$ cat config.mk
export PLATFORM = sky130hd
export DESIGN_NAME = dff_bank_arbiter_flat
export DESIGN_NICKNAME = d
export VERILOG_FILES = /design/src/rtl/arb_pkg.sv /design/src/rtl/dff_bank_arbiter_if.sv /design/src/rtl/dff_bank.sv /design/src/rtl/dff_bank_arbiter.sv /design/src/flat_wrapper.sv
export SDC_FILE = /design/constraint.sdc
export NUM_CORES = 1
export LEC_CHECK = 0
export ABC_AREA = 1
export CAP_MARGIN = 20
export CORE_MARGIN = 5
export CORE_UTILIZATION = 35
export CTS_BUF_LIST = sky130_fd_sc_hd__clkbuf_4 sky130_fd_sc_hd__clkbuf_8
export DETAILED_ROUTE_END_ITERATION = 8
export HOLD_SLACK_MARGIN = 0.03
export PLACE_DENSITY = 0.8
export SYNTH_ARGS = -nofsm -noshare
export SYNTH_HDL_FRONTEND = slang
export SYNTH_HIERARCHICAL = 1
export SYNTH_SLANG_ARGS = --single-unit
$ cat constraint.sdc
create_clock -name clk -period 4.85 [get_ports clk]
set_clock_uncertainty 0.2 [all_clocks]
set_input_delay 0.97 -clock clk [delete_from_list [all_inputs] [get_ports clk]]
set_output_delay 0.97 -clock clk [all_outputs]
set_load 0.005 [all_outputs]
$ cat src/rtl/arb_pkg.sv
// Shared definitions for the dff_bank_arbiter slice: FSM state encoding and
// the round-robin winner search used by the arbiter.
package arb_pkg;

    typedef enum logic [1:0] {
        IDLE  = 2'd0,
        GRANT = 2'd1,
        ACK   = 2'd2
    } state_t;

    localparam int MAX_REQ   = 8;
    localparam int MAX_IDX_W = 3;

    // First set bit scanning upward from (last+1) mod num_req, wrapping.
    // Returns last unchanged when nothing is requested.
    function automatic int unsigned rr_next(
        input logic [MAX_REQ-1:0] req,
        input int unsigned        last,
        input int unsigned        num_req
    );
        int unsigned idx;
        int unsigned result;
        result = last;
        // Scan from the far end down so the nearest candidate is assigned last.
        for (int unsigned k = MAX_REQ; k >= 1; k--) begin
            if (k <= num_req) begin
                idx = last + k;
                if (idx >= num_req) idx = idx - num_req;
                if (req[idx[MAX_IDX_W-1:0]]) result = idx;
            end
        end
        return result;
    endfunction

endpackage

$ cat src/rtl/dff_bank_arbiter_if.sv
// Requester-side bus of the shared register bank: requests, write data,
// and the grant / acknowledge / owner / contents returned by the arbiter.
interface dff_bank_arbiter_if #(
    parameter int NUM_REQ = 4,
    parameter int WIDTH   = 8,
    parameter int IDX_W   = $clog2(NUM_REQ)
);
    logic [NUM_REQ-1:0]       req;
    logic [NUM_REQ*WIDTH-1:0] wdata;
    logic [NUM_REQ-1:0]       gnt;
    logic [NUM_REQ-1:0]       ack;
    logic [IDX_W-1:0]         owner;
    logic [WIDTH-1:0]         q;

    modport master (
        output req, wdata,
        input  gnt, ack, owner, q
    );

    modport slave (
        input  req, wdata,
        output gnt, ack, owner, q
    );
endinterface

$ cat src/rtl/dff_bank.sv
// WIDTH-bit register with load enable; asynchronous active-high reset to 0.
module dff_bank #(
    parameter int WIDTH = 8
) (
    input  logic             clk,
    input  logic             async_reset,
    input  logic             en,
    input  logic [WIDTH-1:0] d,
    output logic [WIDTH-1:0] q
);

    // NOTE: sequential state uses non-blocking assignments so every flop samples pre-edge values.
    always_ff @(posedge clk or posedge async_reset) begin
        if (async_reset) q <= '0;
        else if (en)     q <= d;
    end

endmodule

$ cat src/rtl/dff_bank_arbiter.sv
// Round-robin arbiter and write sequencer in front of one shared dff_bank:
// IDLE picks a winner, GRANT commits its data, ACK pulses the done strobe.
module dff_bank_arbiter
    import arb_pkg::*;
#(
    parameter int NUM_REQ = 4,
    parameter int WIDTH   = 8,
    parameter int IDX_W   = $clog2(NUM_REQ)
) (
    input  logic               clk,
    input  logic               async_reset,
    dff_bank_arbiter_if.slave  bus
);

    state_t               state, state_d;
    logic [IDX_W-1:0]     owner_r, owner_d;
    logic [NUM_REQ-1:0]   gnt_r, gnt_d;
    logic [NUM_REQ-1:0]   ack_r, ack_d;
    logic [MAX_REQ-1:0]   req_ext;
    logic [IDX_W-1:0]     winner;
    logic                 wr_en;
    logic [WIDTH-1:0]     wr_data;

    assign req_ext = MAX_REQ'(bus.req);
    assign winner  = IDX_W'(rr_next(req_ext, 32'(owner_r), NUM_REQ));

    // The write commits only if the owner still holds its request at GRANT exit.
    assign wr_en   = (state == GRANT) && bus.req[owner_r];
    assign wr_data = bus.wdata[owner_r*WIDTH +: WIDTH];

    always_ff @(posedge clk or posedge async_reset) begin
        if (async_reset) begin
            state   <= IDLE;
            owner_r <= IDX_W'(NUM_REQ - 1);
            gnt_r   <= '0;
            ack_r   <= '0;
        end else begin
            state   <= state_d;
            owner_r <= owner_d;
            gnt_r   <= gnt_d;
            ack_r   <= ack_d;
        end
    end

    // NOTE: every output of this block gets a default first, so no path can infer a latch.
    always_comb begin
        state_d = state;
        owner_d = owner_r;
        gnt_d   = '0;
        ack_d   = '0;
        case (state)
            IDLE: begin
                if (|bus.req) begin
                    state_d        = GRANT;
                    owner_d        = winner;
                    gnt_d[winner]  = 1'b1;
                end
            end
            GRANT: begin
                if (wr_en) begin
                    state_d        = ACK;
                    ack_d[owner_r] = 1'b1;
                end else begin
                    state_d        = IDLE;
                end
            end
            ACK:     state_d = IDLE;
            default: state_d = IDLE;
        endcase
    end

    dff_bank #(.WIDTH(WIDTH)) u_bank (
        .clk         (clk),
        .async_reset (async_reset),
        .en          (wr_en),
        .d           (wr_data),
        .q           (bus.q)
    );

    assign bus.gnt   = gnt_r;
    assign bus.ack   = ack_r;
    assign bus.owner = owner_r;

endmodule

$ cat src/flat_wrapper.sv
// flat-port wrapper written by rule: the top's interface ports become plain ports
module dff_bank_arbiter_flat import arb_pkg::*;
#(
    parameter int NUM_REQ = 4,
    parameter int WIDTH   = 8,
    parameter int IDX_W   = $clog2(NUM_REQ)
)
  (clk, async_reset, bus_req, bus_wdata, bus_gnt, bus_ack, bus_owner, bus_q);
  dff_bank_arbiter_if #(.NUM_REQ(NUM_REQ), .WIDTH(WIDTH), .IDX_W(IDX_W)) bus_i ();
  input  logic clk;
  input  logic async_reset;
  input wire logic [$bits(bus_i.req)-1:0] bus_req;
  input wire logic [$bits(bus_i.wdata)-1:0] bus_wdata;
  output wire logic [$bits(bus_i.gnt)-1:0] bus_gnt;
  output wire logic [$bits(bus_i.ack)-1:0] bus_ack;
  output wire logic [$bits(bus_i.owner)-1:0] bus_owner;
  output wire logic [$bits(bus_i.q)-1:0] bus_q;
  assign bus_i.req = bus_req;
  assign bus_i.wdata = bus_wdata;
  assign bus_gnt = bus_i.gnt;
  assign bus_ack = bus_i.ack;
  assign bus_owner = bus_i.owner;
  assign bus_q = bus_i.q;
  dff_bank_arbiter #(.NUM_REQ(NUM_REQ), .WIDTH(WIDTH), .IDX_W(IDX_W)) u_core (.clk(clk), .async_reset(async_reset), .bus(bus_i));
endmodule
==> impl_metrics.ini <==
[run_status]
status = finished clean

[yosys]
yosysTopAreaCell = dfrtp_1
synth_area_sq_mm = 0.00122
ys.flop_type = dfrtp_1
ys_types = 21
synthTopCellsByArea = dfrtp_1 (37%), nand2_1 (10%), nor2_1 (8.9%)
avgSynthCellArea_sq_um = 7.61
async_flop_share = 1.00
ys_warn_count = 6
synthesis.nets = 202
syn_inst = 160
post-synth-top-count-cell = nand2_1
synth_top_cell_area_share = 0.370
synth-seq-area-share = 0.413
synth_edf_count = 0
synth-seq-cells = 20
synth_commonest_cells = nand2_1 (34), nor2_1 (29), o21ai_0 (19)

[timing]
grt_setup_unrepaired = false
period_needed_ns = 2.95
final_hold_viol_count = 0
post-route-period-util = 0.608
fin_setup_tns_ns = 0
tightest_slew_ns = 0.869
maxSlewViolCount = 0
finalSetupViolCount = 0
slew_headroom = 0.417
max_freq_mhz = 339

[cts]
clockRootBuffer = clkbuf_4
cts.sinks = 20
cts.path.max_buffers = 2
tritoncts = done
cts_max_level = 1
ctsHoldBuffers = 0
post_cts_buffers = 0
cts_buffers = 3
cts_resized = 0
clkTransAtPathRegs_ns = 0.10
clkLatencyLatePin_ns = 0.28

[worst_setup_path]
startpoint = bus_req[2]
r2r_setup_slack_ns = 2.26
cpLargestDelayFamily = simple AND/OR/NAND/NOR gates
critPathMaxStageDelay_ns = 0.72
critical_path_class = in2reg
path_cells = clkdlybuf4s50_1, inv_1, o21ai_0, nor2_1, nor3_1, inv_2, nand2_1, nand2_1
crit_required_ns = 4.84
r2r_start = u_core/bus.owner[0]
start_kind = primary input
arrival_ns = 2.93
r2r_cells = 7
cp_max_fo = 9
crit_buf_inv = 3
crit_slowest_cell = nor3_1
crit_cells = 8
end_kind = flip-flop
cpMostUsedCell = nand2_1
crit_end = u_core/u_bank/q[5]
regToRegEndpoint = u_core/u_bank/q[5]

[detailed_routing]
drt-total-wl_um = 2960
drt-initial-drc-count = 32
vias = 1153
vias_per_cell = 4.47
dr.pass1.iters = 4
wl_per_cell_um = 11.5
drc = 0
ant_nets = 0

[grt]
groute.usage.overall = 0.137
grt_max_degree = 28
grt_pass1_vias = 1080
grt_pass1_wl_um = 4840
overflow = 0
antenna_found_initial = 0

[finish]
final_area_sq_mm = 0.00181
nets = 255
antenna_cells = 0
layout-drive-gt1-share = 0.123
area.growth.synth_to_final_pct = 48.7

[placed_design]
io_buffers = 55
dp_hpwl_um = 2410
gp_congestion = 0.773
placed_area_sq_mm = 0.00178

[die]
initial_core_util = 0.362
die_w_um = 69.0
io_pins = 56
rows = 21
die_h_um = 69.0
die_area_sq_mm = 0.00476
core-area_sq_mm = 0.00336

[pwr]
p_per_area_mw_per_mm2 = 561
vdd_drop_max_uv = 278
p_leak_uw = 0.000836

[hold_path]
hold_class = reg2reg

[flow_run]
maxCapViolations = 0
## metal layers
metal | track usage | vias to the layer above | share of wire
met5 | 0 | - | 0
met4 | 0.0876 | 0 | 0.025
met3 | 0.0130 | 6 | 0.049
met2 | 0.219 | 31 | 0.47
met1 | 0.177 | 504 | 0.46
li1 | - | 612 | -
## report_power, final
group	internal, uW	switching [uW]
Combinational	280	337
Sequential	239	77.7
Clock	37.5	43.9
## placed cells by master (no fill, tap or decap)
| cell type | instances |
|---|---|
| dfstp_2 | 2 |
| clkinv_2 | 1 |
| o21ai_0 | 19 |
| dfrtp_1 | 18 |
| nand2_1 | 34 |
| nand3_1 | 4 |
| inv_2 | 4 |
| nor3_2 | 1 |
| nor3_1 | 1 |
| nor2_1 | 29 |
| clkbuf_4 | 4 |
| a211oi_4 | 1 |
| o21ai_1 | 1 |
| inv_1 | 13 |
| clkdlybuf4s50_1 | 55 |
| o22ai_1 | 8 |
| nand3_2 | 6 |
| nand2_2 | 6 |
| ha_1 | 4 |
| nand2_4 | 1 |
## cell type report
| type | count | area, sq um |
|---|---|---|
| Sequential cell | 20 | 503 |
| Timing Repair Buffer | 55 | 551 |
| Fill cell | 345 | 1550 |
| Tap cell | 46 | 57.6 |
| Inverter | 18 | 68.8 |
| Clock buffer | 4 | 30.0 |
| Multi-Input combinational cell | 115 | 601 |
## state kept, by name, summed over array words and instances, names as in the netlist
signal and count:
u_core/u_bank/q 8, u_core/bus.gnt 4, u_core/state 2, u_core/bus.ack 4, u_core/bus.owner 2
## cells by family (layout without fill, tap and decap cells)
logic type               count (synthesis)  in the layout  share of synthesized area
AO/OA/AOI/OAI                           29             29                      0.140
flip-flops                              20             20                      0.413
buffers and inverters                   25             77                     0.0935
AND/OR/NAND/NOR                         82             82                      0.312
adder cells (fa/ha/maj)                  4              4                     0.0411
## worst reg2reg max path: cells and delay by family, from the launching register on
kind,cells,cell delay [ns]
flip-flops,1,0.87
AO/OA/AOI/OAI,1,0.12
AND/OR/NAND/NOR,5,1.09
buffers and inverters,1,0.20
## how the worst min path moves through the flow
stage                               endpoint               start  depth (start not counted)  slack (ns)
after floorplan           u_core/u_bank/q[0]  u_core/u_bank/q[0]                          2        0.27
after global placement    u_core/u_bank/q[4]  u_core/u_bank/q[4]                          2        0.26
after detailed placement  u_core/u_bank/q[6]  u_core/u_bank/q[6]                          2        0.27
after CTS                 u_core/u_bank/q[6]  u_core/u_bank/q[6]                          2        0.29
after global routing      u_core/u_bank/q[0]  u_core/u_bank/q[0]                          2        0.32
final                     u_core/u_bank/q[4]  u_core/u_bank/q[4]                          2        0.28
## per-stage QoR
| stage | total power [uW] | setup WS, ns | hold WS, ns | utilization | cells |
|---|---|---|---|---|---|
| 3_3_place_gp | 927 | 1.73 | 0.261 | 0.529 | 254 |
| 2_1_floorplan | 738 | 2.56 | 0.265 | - | 160 |
| 5_1_grt | 1130 | 1.68 | 0.321 | 0.538 | 258 |
| 4_1_cts | 1030 | 1.90 | 0.291 | 0.538 | 258 |
| 6_report | 1010 | 1.90 | 0.283 | 0.538 | 258 |
| 3_5_place_dp | 943 | 1.62 | 0.266 | 0.529 | 254 |
Power figures use the tool's default switching activity.
